<file path="config.mk">
export PLATFORM = sky130hd
export DESIGN_NAME = branch_resolve_unit
export DESIGN_NICKNAME = d
export VERILOG_FILES = /design/src/rtl/branch_resolve_unit.sv
export SDC_FILE = /design/constraint.sdc
export NUM_CORES = 1
export LEC_CHECK = 0
export BUFFER_PORTS_ARGS = -buffer_cell sky130_fd_sc_hd__clkbuf_2
export CORE_MARGIN = 2
export CORE_UTILIZATION = 45
export DETAILED_ROUTE_END_ITERATION = 8
export PLACE_DENSITY_LB_ADDON = 0.25
export SLEW_MARGIN = 20
export SYNTH_ARGS = -nofsm -noshare
export SYNTH_HDL_FRONTEND = slang
export SYNTH_SLANG_ARGS = --single-unit
</file>
<file path="constraint.sdc">
create_clock -name clk -period 2.98 [get_ports clk]
set_clock_uncertainty 0.15 [all_clocks]
set_input_delay 0.149 -clock clk [delete_from_list [all_inputs] [get_ports clk]]
set_output_delay 0.149 -clock clk [all_outputs]
set_load 0.1 [all_outputs]
</file>
<file path="src/rtl/branch_resolve_unit.sv">
// Branch resolve unit: in-order queue of fetch predictions, retired against execute
// outcomes, producing PHT counter updates and a one-cycle flush/redirect on mispredict.
module branch_resolve_unit #(
    parameter int PC_W  = 32,
    parameter int DEPTH = 4,
    parameter int IDX_W = 6
) (
    input  logic             clk,
    input  logic             reset,
    input  logic             pred_valid,
    input  logic [PC_W-1:0]  pred_pc,
    input  logic             pred_taken,
    input  logic [1:0]       pred_ctr,
    output logic             pred_ready,
    input  logic             res_valid,
    input  logic             res_taken,
    input  logic [PC_W-1:0]  res_target,
    output logic             upd_valid,
    output logic [IDX_W-1:0] upd_idx,
    output logic [1:0]       upd_ctr,
    output logic             flush,
    output logic [PC_W-1:0]  redirect_pc,
    output logic [15:0]      mispredict_cnt,
    output logic             err_underflow
);
    localparam int PTR_W = $clog2(DEPTH);
    localparam logic [PTR_W:0] FULL = (PTR_W+1)'(DEPTH);

    typedef enum logic {RUN, FLUSH} state_t;

    typedef struct packed {
        logic [PC_W-1:0] pc;
        logic            taken;
        logic [1:0]      ctr;
    } entry_t;

    state_t           state;
    entry_t           q [DEPTH];
    logic [PTR_W-1:0] head, tail;
    logic [PTR_W:0]   count;
    entry_t           head_e;
    logic             push, pop, mispred;

    // Counter encoding runs ST=00 .. SNT=11, so taken decrements and not-taken increments.
    function automatic logic [1:0] next_ctr(input logic [1:0] c, input logic t);
        if (t) return (c == 2'b00) ? 2'b00 : c - 2'b01;
        else   return (c == 2'b11) ? 2'b11 : c + 2'b01;
    endfunction

    assign pred_ready = reset && state == RUN && count != FULL;
    assign head_e     = q[head];
    assign pop        = res_valid && count != '0 && state == RUN;
    assign mispred    = pop && (res_taken != head_e.taken);
    // A mispredict squashes any same-cycle push as wrong-path.
    assign push       = pred_valid && pred_ready && !mispred;

    always_ff @(posedge clk) begin
        if (push) q[tail] <= '{pc: pred_pc, taken: pred_taken, ctr: pred_ctr};
    end

    always_ff @(posedge clk) begin
        if (!reset) begin
            state          <= RUN;
            head           <= '0;
            tail           <= '0;
            count          <= '0;
            upd_valid      <= 1'b0;
            upd_idx        <= '0;
            upd_ctr        <= '0;
            flush          <= 1'b0;
            redirect_pc    <= '0;
            mispredict_cnt <= '0;
            err_underflow  <= 1'b0;
        end else begin
            upd_valid <= 1'b0;
            flush     <= 1'b0;
            if (state == FLUSH) state <= RUN;

            if (pop) begin
                upd_valid <= 1'b1;
                upd_idx   <= head_e.pc[IDX_W+1:2];
                upd_ctr   <= next_ctr(head_e.ctr, res_taken);
            end

            if (mispred) begin
                flush       <= 1'b1;
                redirect_pc <= res_taken ? res_target : head_e.pc + PC_W'(4);
                head        <= '0;
                tail        <= '0;
                count       <= '0;
                state       <= FLUSH;
                if (mispredict_cnt != 16'hFFFF) mispredict_cnt <= mispredict_cnt + 16'd1;
            end else begin
                if (push) tail <= tail + PTR_W'(1);
                if (pop)  head <= head + PTR_W'(1);
                if (push && !pop)      count <= count + (PTR_W+1)'(1);
                else if (pop && !push) count <= count - (PTR_W+1)'(1);
            end

            if (res_valid && state == RUN && count == '0) err_underflow <= 1'b1;
        end
    end
endmodule

</file>
=== After elaboration in Yosys (flattened, before gate mapping) ===
Memory sizes are Yosys's and may differ from the RTL's. A register that Yosys moved wholly into a read port is not among the register bits.
Index checks and enable logic that the tools add are counted.

* Input bits: 72
* Bits in writable memories: 140
* Memories kept: 1
* Register bits: 66
* Word-level logic and storage cells: 57
* Output and inout bits: 60

{| class="wikitable"
|+ Memories
! name !! depth !! width !! rd ports !! clocked after memory_dff !! wr ports !! line !! text
|-
| q || 4 || 35 || 1 || 1 || 1 || 38 || <nowiki>entry_t q [DEPTH];</nowiki>
|}

* Multiplexer cells: 12
* Reductions and logical operators: 20
* Bitwise logic cells: 2
* Add/sub/neg operators: 8
* Equal/unequal tests: 4

{| class="wikitable"
|+ Operators by type and width
! kind !! number
|-
| $add A32 B3 Y32 const B || 1
|-
| $mux W32 || 1
|-
| $add A16 B1 Y16 const B || 1
|-
| $ne A16 B16 Y1 const B || 1
|-
| $logic_and A1 B1 Y1 || 11
|-
| $mux W2 || 5
|-
| $add A2 B1 Y2 const B || 3
|-
| $mux W3 || 2
|-
| $mux W1 || 4
|-
| $add A3 B1 Y3 const B || 1
|-
| $logic_not A1 Y1 || 3
|-
| $logic_not A3 Y1 || 1
|-
| $ne A3 B3 Y1 const B || 1
|-
| $reduce_bool A3 Y1 || 1
|-
| $sub A3 B1 Y3 const B || 1
|-
| $eq A2 B2 Y1 const B || 1
|-
| $logic_not A2 Y1 || 1
|-
| $not A1 Y1 || 2
|-
| $reduce_and A2 Y1 || 1
|-
| $reduce_bool A2 Y1 || 1
|-
| $reduce_or A2 Y1 || 1
|-
| $sub A2 B1 Y2 const B || 1
|-
| $ne A1 B1 Y1 || 1
|}

=== Logic depth before layout (Yosys ltp) ===
Gate-level depths: netlist of the first run.

* Depth in word-level cells: 10
* Mapped depth: 9
* Mapped depth without buffers: 8

=== Least setup slack after synthesis of the first run ===
No wires, ideal clock.

* Kind: register to register
* Start point: register state
* End point: register count[2]
* Data arrival time: 3.536 ns
* Required time: 2.709 ns
* Period minus slack after synthesis: 3.808 ns
* Library setup time: 0.121 ns
* Setup slack: -0.828 ns
* Cell stages (with the launch flop): 9
* Buffers on the path: 0
* Cell sequence: dfxtp_1 -> nand2b_1 -> a21oi_1 -> nand3_1 -> fa_1 -> nand3b_1 -> o21ai_0 -> xnor2_1 -> nor2_1

* Longest elaborated chain between the ends: 8
* Elaborated cells between the ends (all ways): 15
* Classes of those cells: mux (1); bitwise (1); reduce/logical (13)

{| class="wikitable"
|+ Ends and longest elaborated chain
! what !! line !! text
|-
| start, declared || 37 || <nowiki>state_t state;</nowiki>
|-
| start signal, assigned || 63 || <nowiki>state <= RUN;</nowiki>
|-
| start signal, assigned || 77 || <nowiki>if (state == FLUSH) state <= RUN;</nowiki>
|-
| start signal, assigned || 91 || <nowiki>state <= FLUSH;</nowiki>
|-
| $not A1 Y1 (*) || 50 || <nowiki>assign pred_ready = reset && state == RUN && count != FULL;</nowiki>
|-
| $logic_and A1 B1 Y1 (*) (2 in series) || 50 ||
|-
| via pred_ready || 14 || <nowiki>output logic pred_ready,</nowiki>
|-
| $logic_and A1 B1 Y1 (*) (2 in series) || 55 || <nowiki>assign push = pred_valid && pred_ready && !mispred;</nowiki>
|-
| $logic_not A1 Y1 || 97 || <nowiki>else if (pop && !push) count <= count - (PTR_W+1)'(1);</nowiki>
|-
| $logic_and A1 B1 Y1 || 97 ||
|-
| $reduce_bool A2 Y1 (no source line) || -- ||
|-
| end signal, assigned || 96 || <nowiki>if (push && !pop) count <= count + (PTR_W+1)'(1);</nowiki>
|-
| end signal, assigned || 97 ||
|-
| end, declared || 40 || <nowiki>logic [PTR_W:0] count;</nowiki>
|}

The timed path passes the listed nets; every way through them passes the cells marked *.
A chain may end at the register's enable or synchronous reset.

==> impl_metrics.ini, run 1 <==
[placed_design]
dpl_cell_area_sq_um = 9874
dp.cells = 992
gp_congestion = 0.8719
io_buffers = 131
dp_hpwl_um = 14740

[drt]
drc = 0
antenna_left = 0
wl_per_cell_um = 19.42
wl_um = 21460
vias = 5920
dr.pass1.iters = 5
drt_iter0_markers = 344
vias_per_cell = 5.357

[logic_synthesis]
async_flop_share = 0
syn_area_per_cell_sq_um = 14.66
yosysSeqAreaShare = 0.6317
synth_edf_count = 140
syn_nets = 680
synth-seq-cells = 208
yosys_warnings = 0
ys_types = 62
yosys_most_used_dff = edfxtp_1
syn_area_sq_um = 8810
synth_cells = 601

[clock_tree]
post_cts_buffers = 0
htreeDepth = 1
clockRootBuffer = clkbuf_16
clockBufferDepth = 3
path_clk_slew_ps = 60
cts_tree = done
clock-sinks = 208
cts_resized = 0
numCtsBuffers = 22
cts-hold-fix-buffers = 73
insertion_delay_ps = 500

[layout]
final_area_sq_um = 11330
final_common_cell = edfxtp_1
nets = 903
final_cell_mix = 140 x edfxtp_1, 131 x clkbuf_2, 73 x dlygate4sd3_1
syn_to_final_growth_pct = 28.60
antennaDiodeCount = 0
fin_cells = 1105
final_layout_size_suffix_gt1_frac = 0.3024
fillers = 1490

[sta]
fmax_ghz = 0.3767
finalSetupViolations = 0
relSlewSlack = 0.6059
hold_slack_ps = 257.0
worstMarginPinSlew_ps = 593.7
finalCriticalPeriod_ps = 2655
maxSlewViolCount = 0
timing_hold_violations_final = 0
setup_tns_ps = 0
rsz0062_at_grt = false
post-route-period-util = 0.8908

[critical_path]
crit_path_top_delay_cell = dfxtp_1
crit_type = register to register
worstPathCellList = buf_4 > mux4_2 > ha_1 > nand4_4 > nor3_4 > nand4_1 > xor2_1 > o21ai_0
cp_max_fo = 20
critPathArrivalTime_ps = 2930
start_kind = register
slowest_delay_ps = 380
crit_path_end_kind = register
cp.required_ps = 3260

[global_route]
grt_pass1_wl_um = 33000
grt_pass1_vias = 6107
grt-ovfl-total = 0
grt_start_max_net_pins = 35
grtUsageTotal = 0.2097
antenna_found_initial = 0

[power_and_ir_drop]
leakage_nw = 4.097
vdd_ir_drop_max_mv = 0.5615
power_w = 0.009347
power_density_nw_per_um2 = 825.0

[floorplan]
die_h_um = 143.9
die_area_sq_um = 20710
ios = 132
rows = 51
die_w_um = 143.9
core_region_area_sq_um = 19330
initial_core_util = 0.4556

[hold_path]
worstHoldPathType = primary input to register

[status]
run_status = completed

[flow_run]
drv_cap = 0
stage by stage:
step	setup WS (ps)	util
after global placement	419.7	0.5107
after detailed placement	321.3	0.5107
after global routing	144.8	0.5860
after CTS	314.2	0.5860
after floorplan	-126.1	-
final	325.4	0.5860
layout make-up:
class	instances	area (sq um)	share of cell area
Sequential cell	208	5568	0.4914
Inverter	11	41.29	0.003644
Timing Repair Buffer	227	1634	0.1442
Clock inverter	11	126.4	0.01115
Multi-Input combinational cell	354	3030	0.2675
Clock buffer	29	598.1	0.05279
Tap cell	265	331.6	0.02927
report_power, final:
part	switching (W)	internal, W	leakage (nW)	total, W
Combinational	0.00214	0.000944	1.92	0.00309
Clock	0.00107	0.00167	0.357	0.00274
Sequential	0.000152	0.00337	1.82	0.00352
cells in the mapped netlist, types with 4 or more instances:
library cell	n	share of area
xnor2_1	27	0.027
nand3_1	17	0.0097
buf_2	10	0.0057
and3_1	5	0.0036
o21ai_1	8	0.0045
inv_1	11	0.0047
and2_1	6	0.0043
mux4_1	5	0.015
a22oi_1	16	0.014
o21ai_0	25	0.014
mux4_2	30	0.077
nor4_2	7	0.0099
nor2_1	42	0.018
xor2_1	17	0.017
nand4_1	8	0.0057
a21oi_1	17	0.0097
mux2i_1	7	0.0080
dfxtp_1	68	0.15
nand3_2	4	0.0045
clkbuf_1	10	0.0043
nand2b_1	4	0.0028
ha_1	6	0.0085
nor2b_1	4	0.0028
edfxtp_1	140	0.48
nand2_1	50	0.021
worst max-delay path, delay by kind of cell, from the launching register on:
family,cells,cell delay [ps]
compound gates,1,150
mux,1,340
fa+ha+maj,1,270
flops,1,380
xor+xnor,1,220
simple gates,3,750
buf+inv,1,320
final timing paths:
path                                                   from                      endpoint  slack [ps]  cells after the start
worst max register to register                     register  redirect_pc[26]$_SDFFE_PN0P_         330                      8
worst min register to register  redirect_pc[9]$_SDFFE_PN0P_   redirect_pc[9]$_SDFFE_PN0P_         320                      2
worst max-delay path                               register  redirect_pc[26]$_SDFFE_PN0P_         330                      8
worst min-delay path                            pred_pc[13]            q[3][16]$_DFFE_PP_         260                      2
flip-flops by register name, indices dropped and copies added (netlist names), named ones only:
signal / flops
count: 3
err_underflow: 1
head: 2
mispredict_cnt: 16
q: 140
redirect_pc: 32
state: 1
tail: 2
upd_ctr: 2
upd_idx: 6
upd_valid: 1
kinds of logic after synthesis:
logic type / count (synthesis) / synth area share
DFF: 208 / 0.6317
and+or+nand+nor: 175 / 0.1250
AOI/OAI and AO/OA: 86 / 0.06391
xor gates and xnor gates: 44 / 0.04374
muxes: 42 / 0.09956
buffers and inverters: 39 / 0.02528
adders and majority gates: 7 / 0.01079
routing by layer:
layer	GRT usage	wire [um]	vias up
met2	0.3619	10770	227
li1	-	-	2728
met4	0.06863	500	0
met1	0.2683	8993	2922
met3	0.03799	1195	43
met5	0	0	-
Power figures use the tool's default switching activity.
==> run 2: changes to the inputs <==
ABC_AREA = 1   (was unset)
==> run 2 against run 1 <==
Combinational power up 37%. Count of clock-buffer cells in the layout decreased by 1. Via count up 37%. Critical path type unchanged. Largest cell class unchanged. Largest power group is now combinational cells.
==> impl_metrics.ini, run 2 <==
[logic_synthesis]
synth_cells = 1135
async_flop_share = 0
synth_top_cell_by_area = edfxtp_1
yosysSeqAreaShare = 0.5635
yosys_most_used_dff = edfxtp_1
ys_types = 42
syn_area_sq_um = 9876
yosysTopAreaCellShare = 0.4257
yosys-top-cells-count = 421 x nand2_1, 140 x edfxtp_1, 98 x nor2_1, 90 x nand3_1, 71 x inv_1
synth_most_common_cell = nand2_1
synth_edf_count = 140
synth_area_leaders = edfxtp_1 43%, nand2_1 16%, dfxtp_1 14%
synth-seq-cells = 208
yosys_warnings = 0
syn_nets = 1214
syn_area_per_cell_sq_um = 8.701

[flow_run]
drv_cap = 0

[layout]
utilization = 0.5672
final_common_cell = nand2_1
final_cell_mix = 421 x nand2_1, 140 x edfxtp_1, 131 x clkbuf_2
nets = 1418
fillers = 1932
fin_cells = 1633
final_layout_size_suffix_gt1_frac = 0.1855
antennaDiodeCount = 0
syn_to_final_growth_pct = 24.55
largest_register_ffs = 140
reg_top3 = q: 140 flops, redirect_pc: 32 flops, mispredict_cnt: 16 flops
regMostFlops = q

[clock_tree]
path_clk_slew_ps = 60
htreeDepth = 1
clockBufferDepth = 3
insertion_delay_ps = 510
numCtsBuffers = 23
clockRootBuffer = clkbuf_16
clock-sinks = 208
post_cts_buffers = 0
cts_tree = done

[floorplan]
rows = 54
core_region_area_sq_um = 21690
initial_core_util = 0.4553
ios = 132
die_w_um = 152.1
die_area_sq_um = 23150
die_h_um = 152.1

[drt]
antenna_left = 0
met3RoutedLength_um = 1453
drc = 0
met1_length_um = 12000
top_layer_used = met4
dr.pass1.iters = 5
vias = 8127
vias_per_cell = 4.977
wl_um = 25300
drt_iter0_markers = 455
wl_met2_um = 11360
wl_per_cell_um = 15.49

[critical_path]
crit_path_top_delay_cell = dlygate4sd3_1
path_delay_family = buffers and inverters
crit_path_end_kind = register
cp.required_ps = 3280
critPathArrivalTime_ps = 3080
crit_type = register to register
r2r_slack_ps = 200
cp_max_fo = 26
slowest_delay_ps = 560
cpMostUsedCell = nand2_1
start_kind = register
worstPathCellList = buf_4 > buf_6 > nand3_1 > nand2_1 > nand2_1 > nor2_1 > inv_1 > nor2_2 > nand2_1 > nand2_1 > nor2_1 > o21ai_1 > dlygate4sd3_1
critical_path_buf_inv_count = 4

[sta]
relSlewSlack = 0.6153
fmax_ghz = 0.3593
hold_slack_ps = 250.4
timing_hold_violations_final = 0
finalCriticalPeriod_ps = 2783
finalSetupViolations = 0
post-route-period-util = 0.9339
setup_tns_ps = 0
fin_ws_ps = 196.9
worstMarginPinSlew_ps = 577.0
rsz0062_at_grt = false
maxSlewViolCount = 0

[status]
run_status = completed

[power_and_ir_drop]
power.internal_w = 0.006165
power_density_nw_per_um2 = 869.7
leakage_nw = 5.218
vdd_ir_drop_max_mv = 0.3952
pwr-share-clk = 0.266
p_sw_w = 0.004533
pwr-share-seq = 0.338
comb_power_share = 0.396
swShare = 0.4237

[placed_design]
dp.cells = 1520
io_buffers = 131
dp_hpwl_um = 17570
dpl_worst_slack_ps = 396.6
gp_congestion = 0.8591

[global_route]
grt-ovfl-total = 0
grt_start_max_net_pins = 71
grtUsageTotal = 0.2170
grt_pass1_wl_um = 40670
antenna_found_initial = 0
grt_pass1_vias = 7747

[hold_path]
worstHoldPathType = primary input to register
==> run 2: repair_timing <==
item,in CTS,in global routing
gates resized for setup,0,5
hold endpoints to repair,190,0
setup endpoints to repair,0,1
hold buffers,74,0
==> run 2: layout make-up <==
class                   instances  area [sq um]  share of cell area
clock buffers                  28         594.3             0.04832
clock inverters                11         155.1             0.01261
inverters                      78         305.3             0.02482
multi-input cells             806          3750              0.3049
flip-flops and latches        208          5568              0.4527
well taps                     280         350.3             0.02848
repair buffers                222          1578              0.1283
==> run 2: stage by stage <==
stage | area [sq um] | power (W)
after CTS | 12280 | 0.01070
after global routing | 12300 | 0.01126
after floorplan | 9918 | 0.006956
final | 12300 | 0.01070
after detailed placement | 10790 | 0.007767
after global placement | 10790 | 0.007724
==> run 2: worst paths after layout <==
path / startpoint / to / depth (start not counted)
worst max register to register: register / redirect_pc[13]$_SDFFE_PN0P_ / 13
worst min register to register: redirect_pc[20]$_SDFFE_PN0P_ / redirect_pc[20]$_SDFFE_PN0P_ / 2
worst min-delay path: pred_pc[13] / q[3][16]$_DFFE_PP_ / 2
worst max-delay path: register / redirect_pc[13]$_SDFFE_PN0P_ / 13
==> run 2: cells by family after synthesis <==
group	after synthesis	synth area share
AOI/OAI and AO/OA	105	0.05701
muxes	1	0.001014
buffers and inverters	121	0.06094
adders and majority gates	7	0.009629
and+or+nand+nor	682	0.2967
DFF	208	0.5635
xor gates and xnor gates	11	0.01115
==> run 2: routing by layer <==
metal	vias up	track usage
met5	-	0
met4	0	0.05429
met3	37	0.03129
met2	239	0.3449
met1	3733	0.3156
li1	4118	-
==> run 2: power by group through the flow <==
stage	sequential (W)	clock, W	combinational [W]
final	0.00361	0.00285	0.00424
after global routing	0.00365	0.00300	0.00461
after global placement	0.00366	0	0.00406
after detailed placement	0.00366	0	0.00411
after floorplan	0.00475	0	0.00221
after CTS	0.00360	0.00289	0.00421
